File: config.mk
export PLATFORM = sky130hd
export DESIGN_NAME = kb_key_event_ctrl
export DESIGN_NICKNAME = d
export VERILOG_FILES = /design/src/rtl/kb_key_event_ctrl.sv
export SDC_FILE = /design/constraint.sdc
export NUM_CORES = 1
export LEC_CHECK = 0
export BUFFER_PORTS_ARGS = -buffer_cell sky130_fd_sc_hd__buf_4
export CAP_MARGIN = 25
export CORE_ASPECT_RATIO = 1.5
export CORE_MARGIN = 2
export CORE_UTILIZATION = 50
export CTS_BUF_LIST = sky130_fd_sc_hd__clkbuf_8
export DETAILED_ROUTE_END_ITERATION = 12
export GPL_TIMING_DRIVEN = 0
export PLACE_DENSITY = 0.79
export SLEW_MARGIN = 20
export SYNTH_ARGS = -nofsm -noshare
export SYNTH_HDL_FRONTEND = slang
export SYNTH_SLANG_ARGS = --single-unit
File: constraint.sdc
create_clock -name clk -period 3 [get_ports clk]
set_clock_uncertainty 0.05 [all_clocks]
set_input_delay 0.3 -clock clk [delete_from_list [all_inputs] [get_ports clk]]
set_output_delay 0.3 -clock clk [all_outputs]
set_load 0.01 [all_outputs]
File: src/rtl/kb_key_event_ctrl.sv
// kb_key_event_ctrl
// Turns the raw PS/2 byte stream into press/release events for eight
// game-control keys. Prefix bytes (E0 extended, F0 break) are tracked by a
// small parser FSM. Typematic repeats are filtered against a held-key bitmap.
// Accepted events are queued in a FIFO that the game logic drains with a
// valid/ready handshake.
module kb_key_event_ctrl #(
    parameter int FIFO_DEPTH = 4,
    parameter int PTR_W      = 2
) (
    input  logic       clk,
    input  logic       reset,
    input  logic [7:0] scan_code,
    input  logic       scan_code_ready,
    output logic       ev_valid,
    input  logic       ev_ready,
    output logic [2:0] ev_key,
    output logic       ev_press,
    output logic [7:0] key_state,
    output logic       overflow,
    input  logic       clear_ovf
);

    localparam logic [7:0]     CODE_EXT = 8'hE0;
    localparam logic [7:0]     CODE_BRK = 8'hF0;
    localparam logic [7:0]     CODE_PAU = 8'hE1;
    localparam logic [PTR_W:0] DEPTH_C  = (PTR_W + 1)'(FIFO_DEPTH);
    localparam logic [PTR_W-1:0] PTR_ONE = {{(PTR_W - 1){1'b0}}, 1'b1};
    localparam logic [PTR_W:0]   CNT_ONE = {{PTR_W{1'b0}}, 1'b1};

    typedef enum logic [1:0] {
        ST_IDLE    = 2'd0,
        ST_EXT     = 2'd1,
        ST_BRK     = 2'd2,
        ST_EXT_BRK = 2'd3
    } parse_state_t;

    // Maps a scan code to {hit, key index}. Extended and plain code sets are
    // disjoint, so the extended flag selects which table is consulted.
    function automatic logic [3:0] key_lookup(input logic [7:0] code, input logic ext);
        logic [3:0] res;
        res = 4'b0000;
        if (ext) begin
            case (code)
                8'h75:   res = 4'b1000;
                8'h72:   res = 4'b1001;
                8'h6B:   res = 4'b1010;
                8'h74:   res = 4'b1011;
                default: res = 4'b0000;
            endcase
        end else begin
            case (code)
                8'h29:   res = 4'b1100;
                8'h5A:   res = 4'b1101;
                8'h76:   res = 4'b1110;
                8'h4D:   res = 4'b1111;
                default: res = 4'b0000;
            endcase
        end
        return res;
    endfunction

    parse_state_t     state_r;
    parse_state_t     state_nxt_s;
    logic             do_lookup_s;
    logic             lookup_ext_s;
    logic             lookup_make_s;
    logic [3:0]       lookup_s;
    logic             hit_s;
    logic [2:0]       idx_s;
    logic             push_s;
    logic             pop_s;
    logic             full_s;
    logic             wr_en_s;
    logic             drop_s;
    logic [7:0]       key_state_r;
    logic [7:0]       key_state_nxt_s;
    logic             overflow_r;
    logic [3:0]       mem_r [FIFO_DEPTH];
    logic [PTR_W-1:0] rd_ptr_r;
    logic [PTR_W-1:0] wr_ptr_r;
    logic [PTR_W:0]   count_r;
    logic [PTR_W:0]   count_nxt_s;

    // Parser next-state: decides which prefix state follows each byte and
    // whether the byte should be looked up as a make or a break.
    always_comb begin
        state_nxt_s   = state_r;
        do_lookup_s   = 1'b0;
        lookup_ext_s  = 1'b0;
        lookup_make_s = 1'b0;
        if (scan_code_ready) begin
            if (scan_code == CODE_PAU) begin
                state_nxt_s = ST_IDLE;
            end else begin
                case (state_r)
                    ST_IDLE: begin
                        if (scan_code == CODE_EXT) begin
                            state_nxt_s = ST_EXT;
                        end else if (scan_code == CODE_BRK) begin
                            state_nxt_s = ST_BRK;
                        end else begin
                            state_nxt_s   = ST_IDLE;
                            do_lookup_s   = 1'b1;
                            lookup_make_s = 1'b1;
                        end
                    end
                    ST_EXT: begin
                        if (scan_code == CODE_BRK) begin
                            state_nxt_s = ST_EXT_BRK;
                        end else if (scan_code == CODE_EXT) begin
                            state_nxt_s = ST_EXT;
                        end else begin
                            state_nxt_s   = ST_IDLE;
                            do_lookup_s   = 1'b1;
                            lookup_ext_s  = 1'b1;
                            lookup_make_s = 1'b1;
                        end
                    end
                    ST_BRK: begin
                        state_nxt_s = ST_IDLE;
                        do_lookup_s = 1'b1;
                    end
                    ST_EXT_BRK: begin
                        state_nxt_s  = ST_IDLE;
                        do_lookup_s  = 1'b1;
                        lookup_ext_s = 1'b1;
                    end
                    default: begin
                        state_nxt_s = ST_IDLE;
                    end
                endcase
            end
        end else begin
            state_nxt_s = state_r;
        end
    end

    assign lookup_s = key_lookup(scan_code, lookup_ext_s);
    assign hit_s    = do_lookup_s & lookup_s[3];
    assign idx_s    = lookup_s[2:0];

    // Event filter: a make only counts when the key was up, a break only when
    // it was down, which drops typematic repeats and stray breaks.
    always_comb begin
        key_state_nxt_s = key_state_r;
        push_s          = 1'b0;
        if (hit_s && (lookup_make_s != key_state_r[idx_s])) begin
            push_s                 = 1'b1;
            key_state_nxt_s[idx_s] = lookup_make_s;
        end else begin
            push_s = 1'b0;
        end
    end

    assign full_s  = (count_r == DEPTH_C);
    assign pop_s   = (count_r != {(PTR_W + 1){1'b0}}) & ev_ready;
    assign wr_en_s = push_s & (~full_s | pop_s);
    assign drop_s  = push_s & full_s & ~pop_s;

    // Occupancy bookkeeping for simultaneous push and pop.
    always_comb begin
        count_nxt_s = count_r;
        if (wr_en_s && !pop_s) begin
            count_nxt_s = count_r + CNT_ONE;
        end else if (pop_s && !wr_en_s) begin
            count_nxt_s = count_r - CNT_ONE;
        end else begin
            count_nxt_s = count_r;
        end
    end

    // Parser state register.
    always_ff @(posedge clk or negedge reset) begin
        if (!reset) begin
            state_r <= ST_IDLE;
        end else begin
            state_r <= state_nxt_s;
        end
    end

    // Held-key bitmap; reset forgets held keys without emitting releases.
    always_ff @(posedge clk or negedge reset) begin
        if (!reset) begin
            key_state_r <= 8'h00;
        end else begin
            key_state_r <= key_state_nxt_s;
        end
    end

    // Event FIFO storage, pointers and occupancy count.
    always_ff @(posedge clk or negedge reset) begin
        if (!reset) begin
            for (int i = 0; i < FIFO_DEPTH; i++) begin
                mem_r[i] <= 4'b0000;
            end
            rd_ptr_r <= {PTR_W{1'b0}};
            wr_ptr_r <= {PTR_W{1'b0}};
            count_r  <= {(PTR_W + 1){1'b0}};
        end else begin
            if (wr_en_s) begin
                mem_r[wr_ptr_r] <= {idx_s, lookup_make_s};
                wr_ptr_r        <= wr_ptr_r + PTR_ONE;
            end
            if (pop_s) begin
                rd_ptr_r <= rd_ptr_r + PTR_ONE;
            end
            count_r <= count_nxt_s;
        end
    end

    // Sticky overflow flag; a drop in the same cycle as a clear keeps it set.
    always_ff @(posedge clk or negedge reset) begin
        if (!reset) begin
            overflow_r <= 1'b0;
        end else if (drop_s) begin
            overflow_r <= 1'b1;
        end else if (clear_ovf) begin
            overflow_r <= 1'b0;
        end else begin
            overflow_r <= overflow_r;
        end
    end

    assign ev_valid  = (count_r != {(PTR_W + 1){1'b0}});
    assign ev_key    = ev_valid ? mem_r[rd_ptr_r][3:1] : 3'd0;
    assign ev_press  = ev_valid ? mem_r[rd_ptr_r][0]   : 1'b0;
    assign key_state = key_state_r;
    assign overflow  = overflow_r;

endmodule

==> results of run 1 <==
==> cell usage in the layout (no fill, tap or decap), types with 2 or more instances in the layout <==
cell	instances
buf_4	36
dfrtp_1	34
inv_1	19
nand2_1	14
mux2i_1	12
nor2_1	11
nand4_1	11
a31oi_1	9
a21oi_1	8
nor4_1	8
o21ai_0	6
clkbuf_8	6
clkbuf_1	5
xnor2_1	5
mux4_2	4
and2_1	4
o211ai_1	4
mux2_1	4
ha_1	4
nand3_1	3
nor3b_1	3
nor2b_1	3
xor2_1	3
mux2_4	3
buf_8	2
buf_6	2
nand2b_1	2
nor4bb_2	2
inv_2	2
mux2i_4	2
mux2i_2	2
nor3_1	2
mux2_2	2
==> state kept, by name, indices dropped and copies added (netlist names) <==
register / count
mem_r: 16
key_state: 8
count_r: 3
rd_ptr_r: 2
state_r: 2
wr_ptr_r: 2
overflow: 1
==> how the worst min path moves through the flow <==
stage	slack, ns	depth (start not counted)	from	endpoint
global route	0.22	2	scan_code_ready	state_r[0]
detailed placement	0.22	1	reset	key_state[4]
finish	0.21	2	scan_code_ready	state_r[0]
floorplan	-0.05	0	reset	count_r[0]
CTS	0.21	2	scan_code_ready	state_r[0]
global placement	0.22	1	reset	key_state[4]
==> per-layer routing <==
metal	GRT usage, %	vias up	wire, um
met4	8.89	0	104
met1	28.7	983	2170
met5	0	-	0
li1	-	929	-
met2	36.8	43	2820
met3	4.14	9	215
==> power by group <==
part	internal (mW)	switching (mW)	leakage, nW
registers	0.512	0.0561	0.400
logic	0.212	0.204	0.826
clock network	0.184	0.171	0.0472
total	0.907	0.432	1.27
==> layout make-up <==
cell class | count | area, sq um | area share [%]
timing repair buffer | 36 | 273 | 9.53
sequential | 34 | 851 | 29.7
buffer | 12 | 87.6 | 3.06
multi-input combinational | 162 | 1420 | 49.5
clock inverter | 2 | 12.5 | 0.437
inverter | 21 | 78.8 | 2.75
tap | 48 | 60.1 | 2.10
clock buffer | 6 | 82.6 | 2.89
==> worst reg2reg max path, delay by kind of cell, from the launching register on <==
family / cells / cell delay [ns]
AOI/OAI and AO/OA: 4 / 0.81
adders and majority gates: 2 / 0.45
DFF: 1 / 0.38
muxes: 1 / 0.34
xor gates and xnor gates: 2 / 0.31
and+or+nand+nor: 2 / 0.27
buffers and inverters: 3 / 0.25
==> stage by stage <==
| step | util, % | setup TNS [ns] |
|---|---|---|
| 3_5_place_dp | 58.3 | -0.930 |
| 3_3_place_gp | 58.3 | -0.902 |
| 4_1_cts | 62.1 | 0 |
| 6_report | 63.5 | 0 |
| 2_1_floorplan | - | -0.144 |
| 5_1_grt | 63.5 | -0.119 |
==> what timing repair did <==
item | 4_1_cts | 5_1_grt
hold buffers | 1 | 0
pin swaps | 7 | 7
endpoints found under the hold margin | 34 | 0
cloned | 0 | 0
endpoints found under the setup margin | 2 | 2
setup buffers | 7 | 5
gates resized for setup | 3 | 7
==> cells by family (layout without fill, tap and decap cells) <==
| logic type | Yosys count | count (layout) |
|---|---|---|
| and+or+nand+nor | 76 | 76 |
| AOI/OAI and AO/OA | 43 | 43 |
| DFF | 34 | 34 |
| buffers and inverters | 34 | 77 |
| muxes | 29 | 29 |
| xor gates and xnor gates | 8 | 8 |
| adders and majority gates | 6 | 6 |
==> cell usage after synthesis (5+ instances only) <==
| library cell | count | area [sq um] |
|---|---|---|
| nor4_1 | 8 | 50.1 |
| o21ai_0 | 6 | 30.0 |
| clkbuf_1 | 5 | 18.8 |
| dfrtp_1 | 34 | 851 |
| nand4_1 | 11 | 68.8 |
| ha_1 | 5 | 62.6 |
| a21oi_1 | 9 | 45.0 |
| mux2i_1 | 12 | 120 |
| xnor2_1 | 5 | 43.8 |
| nor2_1 | 11 | 41.3 |
| a31oi_1 | 9 | 56.3 |
| inv_1 | 21 | 78.8 |
| nand2_1 | 15 | 56.3 |
==> results_dict.tcl, run 1 <==
set metrics [dict create \
    async_flop_share_pct 100 \
    num_rows 30 \
    drtIter0Drc 122 \
    yosys.area_share.simple_pct 19.5 \
    antenna_cells 0 \
    grt_pass1_wl_mm 8.91 \
    r2r-start "state_r[1]" \
    cp_max_fo 3 \
    numCtsBuffers 5 \
    p_leak_nw 1.27 \
    wirelength_mm 5.30 \
    synthAdderAreaFrac_pct 3.55 \
    finalPower_mw 1.34 \
    instances_no_fill 321 \
    critPathRequiredTime_ns 3.17 \
    synthDistinctLibCells 56 \
    crit_slowest_cell "dfrtp_1" \
    ys.flop_type "dfrtp_1" \
    drc 0 \
    relSlewSlack_pct 54.1 \
    synth_edf_count 0 \
    start_kind "register" \
    endpoint "count_r[2]" \
    drt-wirelength-per-cell_um 16.5 \
    max_stage_delay_ns 0.38 \
    io_pins 27 \
    hp-class "primary input to register" \
    grt_max_degree 35 \
    core_area_sq_um 4500 \
    setup_slack_ns 0.0654 \
    seq_area_frac_synth_pct 36.6 \
    synthCells 230 \
    synthMuxAreaShare_pct 16.8 \
    status "completed" \
    cp.depth 14 \
    yosysWarnings 0 \
    setup_viol 0 \
    cts.sinks 34 \
    vias 1964 \
    clkTransAtPathRegs_ns 0.07 \
    antenna_found_initial 0 \
    die_w_um 59.7 \
    hold_violations 0 \
    cp.arrival_ns 3.10 \
    gp_congestion 0.882 \
    clock.fmax_ghz 0.341 \
    dr.pass1.iters 4 \
    grt_pass1_vias 1889 \
    root_buffer "clkbuf_8" \
    clk_latency_ns 0.29 \
    tightest_slew_ns 0.685 \
    holdWs_ns 0.211 \
    r2r_cells 14 \
    routed_via_density 6.12 \
    synth_compound_area_share_pct 13.9 \
    synth_seq_cells 34 \
    final_nets 291 \
    crit_type "register to register" \
    dp_hpwl_mm 3.69 \
    dpl-instance-area_sq_um 2630 \
    area_delta_synth_final_pct 23.0 \
    avgSynthCellArea_sq_um 10.1 \
    rsz0062_at_grt "true" \
    ff2ff_setup_slack_ns 0.07 \
    synth_top_family_by_area "simple AND/OR/NAND/NOR gates" \
    end_kind "register" \
    drv_slew 0 \
    initial_core_util_pct 51.6 \
    grt_remaining_overflow 0 \
    cts_tree "built" \
    startpoint "state_r[1]" \
    clockBufferDepth 2 \
    antenna_left 0 \
    placedCellCount 301 \
    drv_cap 0 \
    crit_family "compound AO/OA/AOI/OAI gates" \
    powerDensity_nw_per_um2 468 \
    peakVddDrop_v 0.000432 \
    r2r-end "count_r[2]" \
    drive_gt1_share_pct 31.1 \
    portBuffers 23 \
    stdcell_area_sq_um 2860 \
    htreeDepth 2 \
    die_h_um 87.5 \
    finalCriticalPeriod_ns 2.93 \
    period_share_pct 97.8 \
    dp_slack_ns -0.475 \
    worstPathCellList "nand2b_1, a41o_4, a211oi_4, buf_4, a22o_1, a221o_1, mux2_4, inv_2, ha_4, inv_2, fa_2, xor2_1, nor2_1, xor2_1" \
    fill_cells 360 \
    dieArea_sq_um 5220 \
    synth.net_count 249 \
    syn-cell-area_sq_um 2330 \
    yosys.area_share.xor_xnor_pct 3.01 \
    grt.total_usage_pct 22.3 \
    cp.buffers_inverters 3 \
]
No activity file was read; power rests on OpenSTA's default activity.
==> inputs of run 2 (changes only) <==
Settings changed: PLACE_DENSITY 0.79 to 0.76, SLEW_MARGIN 20 to 15.
Clock period 3 ns to 3.65 ns, I/O delays scaled along.
==> run 2 against run 1 <==
Compared with the run above: critical path depth is 2 higher; highest routed layer unchanged; worst hold slack gained 0.057 ns; register-to-register slack improved by 0.25 ns.
==> results_dict.tcl, run 2 (same netlist as run 1, synthesis figures left out) <==
set metrics [dict create \
    switching_share_pct 31.7 \
    powerDensity_nw_per_um2 395 \
    r2r_cells 14 \
    dp_hpwl_mm 3.79 \
    end_kind "register" \
    largest_reg_flops 16 \
    fin_util_pct 59.8 \
    drtIter0Drc 76 \
    worstHoldStart "scan_code_ready" \
    ff2ff_setup_slack_ns 0.32 \
    met2_length_mm 2.69 \
    drt-wirelength-per-cell_um 16.0 \
    wl_met1_mm 2.03 \
    status "completed" \
    cp.buffers_inverters 5 \
    portBuffers 23 \
    hold_end "state_r[0]" \
    routed.top_layer "met4" \
    cts.sinks 34 \
    r2r-end "count_r[2]" \
    numCtsBuffers 5 \
    switchingPower_mw 0.337 \
    r2r-start "state_r[0]" \
    grt_pass1_wl_mm 8.49 \
    critPathRequiredTime_ns 3.81 \
    die_h_um 87.5 \
    drv_cap 0 \
    die_w_um 59.7 \
    antenna_left 0 \
    regMostFlops "mem_r" \
    grt_max_degree 35 \
    gp_congestion 0.876 \
    fill_cells 412 \
    rsz0062_at_grt "false" \
    dp_slack_ns -0.0673 \
    clock.fmax_ghz 0.296 \
    seq_area_sq_um 851 \
    routed_via_density 5.97 \
    peakVddDrop_v 0.000155 \
    grt_pass1_vias 1844 \
    crit_type "primary input to register" \
    hp-class "primary input to register" \
    clkPwrFrac_pct 26.6 \
    max_stage_delay_ns 0.37 \
    drv_slew 0 \
    final_common_cell "dfrtp_1" \
    final_cell_mix "34 x dfrtp_1, 28 x buf_4, 22 x inv_1, 15 x nand2_1, 12 x mux2i_1" \
    drc 0 \
    finalCriticalPeriod_ns 3.38 \
    dieArea_sq_um 5220 \
    p_int_mw 0.728 \
    clkTransAtPathRegs_ns 0.07 \
    htreeDepth 2 \
    final_nets 283 \
    multi_input_area_sq_um 1330 \
    setup_viol 0 \
    setup_slack_ns 0.270 \
    antenna_found_initial 0 \
    combPwrFrac_pct 29.7 \
    hold_violations 0 \
    antenna_cells 0 \
    crit_family "compound AO/OA/AOI/OAI gates" \
    min_path_cells 2 \
    fin_setup_tns_ns 0 \
    initial_core_util_pct 51.6 \
    grt_remaining_overflow 0 \
    grt.total_usage_pct 21.4 \
    cp_max_fo 10 \
    num_rows 30 \
    core_area_sq_um 4500 \
    relSlewSlack_pct 58.4 \
    vias 1870 \
    io_pins 27 \
    start_kind "primary input" \
    p_leak_nw 1.22 \
    worstPathCellList "buf_4, buf_4, nor3b_2, nand3_1, o22ai_4, mux2i_1, a221o_1, buf_6, mux2_4, inv_1, ha_1, inv_1, fa_1, xor2_1, nor2_1, xor2_1" \
    clk_latency_ns 0.29 \
    tightest_slew_ns 0.619 \
    dr.pass1.iters 4 \
    drive_gt1_share_pct 23.8 \
    wirelength_mm 5.01 \
    power_frac_seq_pct 43.7 \
    cts_tree "built" \
    area_delta_synth_final_pct 15.8 \
    crit_slowest_cell "fa_1" \
    cp.arrival_ns 3.54 \
    root_buffer "clkbuf_8" \
    period_share_pct 92.6 \
    clockBufferDepth 2 \
    routed-wl-met3_um 129 \
]
run 2: changes by cell type in the layout (fill, tap and decap cells not counted), sizes merged:
cell / change
buf: -8
inv: +1
clkinvlp: -1
run 2: layout make-up:
cell class | count | share of cell area (%)
clock inverter | 2 | 0.325
buffer | 13 | 2.79
sequential | 34 | 31.6
tap | 48 | 2.23
clock buffer | 6 | 3.07
multi-input combinational | 162 | 49.5
inverter | 21 | 2.93
timing repair buffer | 27 | 7.62
run 2: how the worst max path moves through the flow:
stage,startpoint,to,cells past startpoint,slack [ns]
floorplan,scan_code_ready,count_r[2],15,0.33
global placement,scan_code[0],count_r[2],16,-0.02
detailed placement,scan_code[0],count_r[2],15,-0.07
CTS,state_r[0],count_r[2],14,0.14
global route,scan_code[0],count_r[2],16,0.06
finish,scan_code[0],count_r[2],16,0.27
run 2: layer usage:
layer  up-vias  global-route usage (%)
met5         -                       0
met4         0                    8.48
met3        12                    3.69
met2        43                    38.4
met1       907                    24.5
li1        908                       -
run 2: power by group through the flow:
stage	combinational, mW	sequential (mW)	clock, mW
final	0.317	0.465	0.283
after global routing	0.353	0.473	0.307
after CTS	0.321	0.467	0.291
after detailed placement	0.320	0.474	0
after global placement	0.312	0.471	0
after floorplan	0.228	0.462	0
run 2: what timing repair did:
| item | in CTS | in global routing |
|---|---|---|
| hold buffers | 1 | 0 |
| gates resized for setup | 0 | 2 |
| endpoints found under the setup margin | 0 | 1 |
| setup buffers | 0 | 3 |
| hold endpoints to repair | 34 | 0 |
run 2: stage by stage:
stage          total power, mW  hold WS, ns  cells  area (sq um)
2_1_floorplan            0.690       0.0194    230          2330
3_3_place_gp             0.783        0.286    301          2560
3_5_place_dp             0.794        0.293    301          2560
4_1_cts                   1.08        0.269    310          2660
5_1_grt                   1.13        0.273    313          2690
6_report                  1.07        0.268    313          2690
==> inputs of run 3 (changes only) <==
Settings changed: CTS_CLUSTER_SIZE set to 25, RECOVER_POWER set to 50.
==> run 3 against run 2 <==
Compared with the run above: maximum frequency shrank 0.83%; sequential share of layout area increased by 0.36 points; sequential power about the same; the flow now finishes with violations (capacitance limit, slew limit); register-to-register slack about the same; critical path depth is the same; non-clock buffer count did not move; die area is the same; sequential cell count is the same; clock-buffer cell count unchanged; combinational power shrank 2%.
==> results_dict.tcl, run 3 (same netlist as run 1, synthesis figures left out) <==
set metrics [dict create \
    status "finished with violations" \
    violations "capacitance limit, slew limit" \
    end_kind "register" \
    drv_cap 1 \
    core_area_sq_um 4500 \
    hold_violations 0 \
    relSlewSlack_pct -24.1 \
    period_share_pct 93.4 \
    cts_tree "built" \
    drc 0 \
    placedCellCount 301 \
    setup_slack_ns 0.241 \
    final_nets 283 \
    dp_slack_ns -0.0673 \
    p_leak_nw 1.19 \
    instances_no_fill 313 \
    die_h_um 87.5 \
    grt_max_degree 35 \
    antenna_cells 0 \
    drt-wirelength-per-cell_um 15.9 \
    start_kind "primary input" \
    portBuffers 23 \
    setup_viol 0 \
    clock.fmax_ghz 0.293 \
    largest_reg_flops 16 \
    grt_pass1_vias 1844 \
    drtIter0Drc 63 \
    numCtsBuffers 5 \
    fin_setup_tns_ns 0 \
    crit_type "primary input to register" \
    area_delta_synth_final_pct 14.5 \
    tightest_slew_ns 1.86 \
    dp_hpwl_mm 3.79 \
    initial_core_util_pct 51.6 \
    die_w_um 59.7 \
    dr.pass1.iters 4 \
    io_pins 27 \
    drv_slew 35 \
    clockBufferDepth 2 \
    htreeDepth 2 \
    peakVddDrop_v 0.000155 \
    cp.arrival_ns 3.57 \
    dpl-instance-area_sq_um 2560 \
    hp-class "primary input to register" \
    clk_latency_ns 0.29 \
    num_rows 30 \
    cp_max_fo 9 \
    final_cell_mix "34 x dfrtp_1, 22 x inv_1, 21 x buf_4, 15 x nand2_1" \
    dieArea_sq_um 5220 \
    rsz0062_at_grt "false" \
    finalCriticalPeriod_ns 3.41 \
    grt_remaining_overflow 0 \
    grt.total_usage_pct 21.4 \
    vias 1862 \
    regMostFlops "mem_r" \
    antenna_found_initial 0 \
    grt_pass1_wl_mm 8.49 \
    root_buffer "clkbuf_8" \
    clkTransAtPathRegs_ns 0.07 \
    stdcell_area_sq_um 2660 \
    antenna_left 0 \
    holdWs_ns 0.268 \
    cts.sinks 34 \
    wirelength_mm 4.99 \
    gp_congestion 0.876 \
    drive_gt1_share_pct 20.8 \
    routed_via_density 5.95 \
    final_common_cell "dfrtp_1" \
    critPathRequiredTime_ns 3.81 \
    powerDensity_nw_per_um2 398 \
]
-- run 3: cell count changes in the layout (fill, tap and decap cells not counted) --
cell,change
buf_4,-7
clkbuf_1,+7
and4bb_1,+1
and4bb_4,-1
-- run 3: path summary, 6_finish.rpt --
| check | start | endpoint | slack (ns) | depth (start not counted) |
|---|---|---|---|---|
| max in group asynchronous | reset | count_r[1] | 1.40 | 2 |
| worst min-delay path | scan_code_ready | state_r[0] | 0.27 | 2 |
| worst min register to register | count_r[2] | count_r[2] | 0.43 | 1 |
| worst max register to register | state_r[0] | count_r[2] | 0.32 | 14 |
| min in group asynchronous | reset | mem_r[10] | 1.07 | 2 |
| worst max-delay path | scan_code[3] | count_r[2] | 0.24 | 16 |
-- run 3: power by group --
group | total [mW] | switching, mW | internal (mW)
Sequential | 0.465 | 0.0448 | 0.421
Combinational | 0.312 | 0.158 | 0.154
Clock | 0.283 | 0.134 | 0.149
-- run 3: what timing repair did --
item / 4_1_cts / 5_1_grt
buffers inserted: 0 / 3
setup endpoints to repair: 0 / 1
resized for setup: 0 / 2
endpoints found under the hold margin: 34 / 0
hold buffers: 1 / 0
-- run 3: worst max-delay path, stage by stage --
cell and delay (ns):
clkbuf_1 0.14, and4bb_1 0.42, a41o_1 0.36, a211oi_4 0.07, buf_4 0.15, a22o_1 0.18
a221o_1 0.27, buf_6 0.16, mux2_4 0.33, inv_1 0.06, ha_1 0.17, inv_1 0.06
fa_1 0.37, xor2_1 0.17, nor2_1 0.12, xor2_1 0.16
-- run 3: layout make-up --
class	count	area, sq um
buffer	13	75.1
fill	422	1840
sequential	34	851
timing repair buffer	27	179
tap	48	60.1
inverter	21	78.8
clock inverter	2	8.76
clock buffer	6	82.6
multi-input combinational	162	1330
-- run 3: routing by layer --
layer	global-route usage, %	vias to the layer above	share of wire [%]
li1	-	909	-
met1	24.5	903	41
met2	38.4	38	54
met3	3.69	12	2.3
met4	8.48	0	3.1
met5	0	-	0
-- run 3: per-stage QoR --
stage	total power, mW	util (%)
CTS	1.08	59.1
floorplan	0.690	-
finish	1.06	59.1
global route	1.13	59.1
global placement	0.783	56.8
detailed placement	0.794	56.8
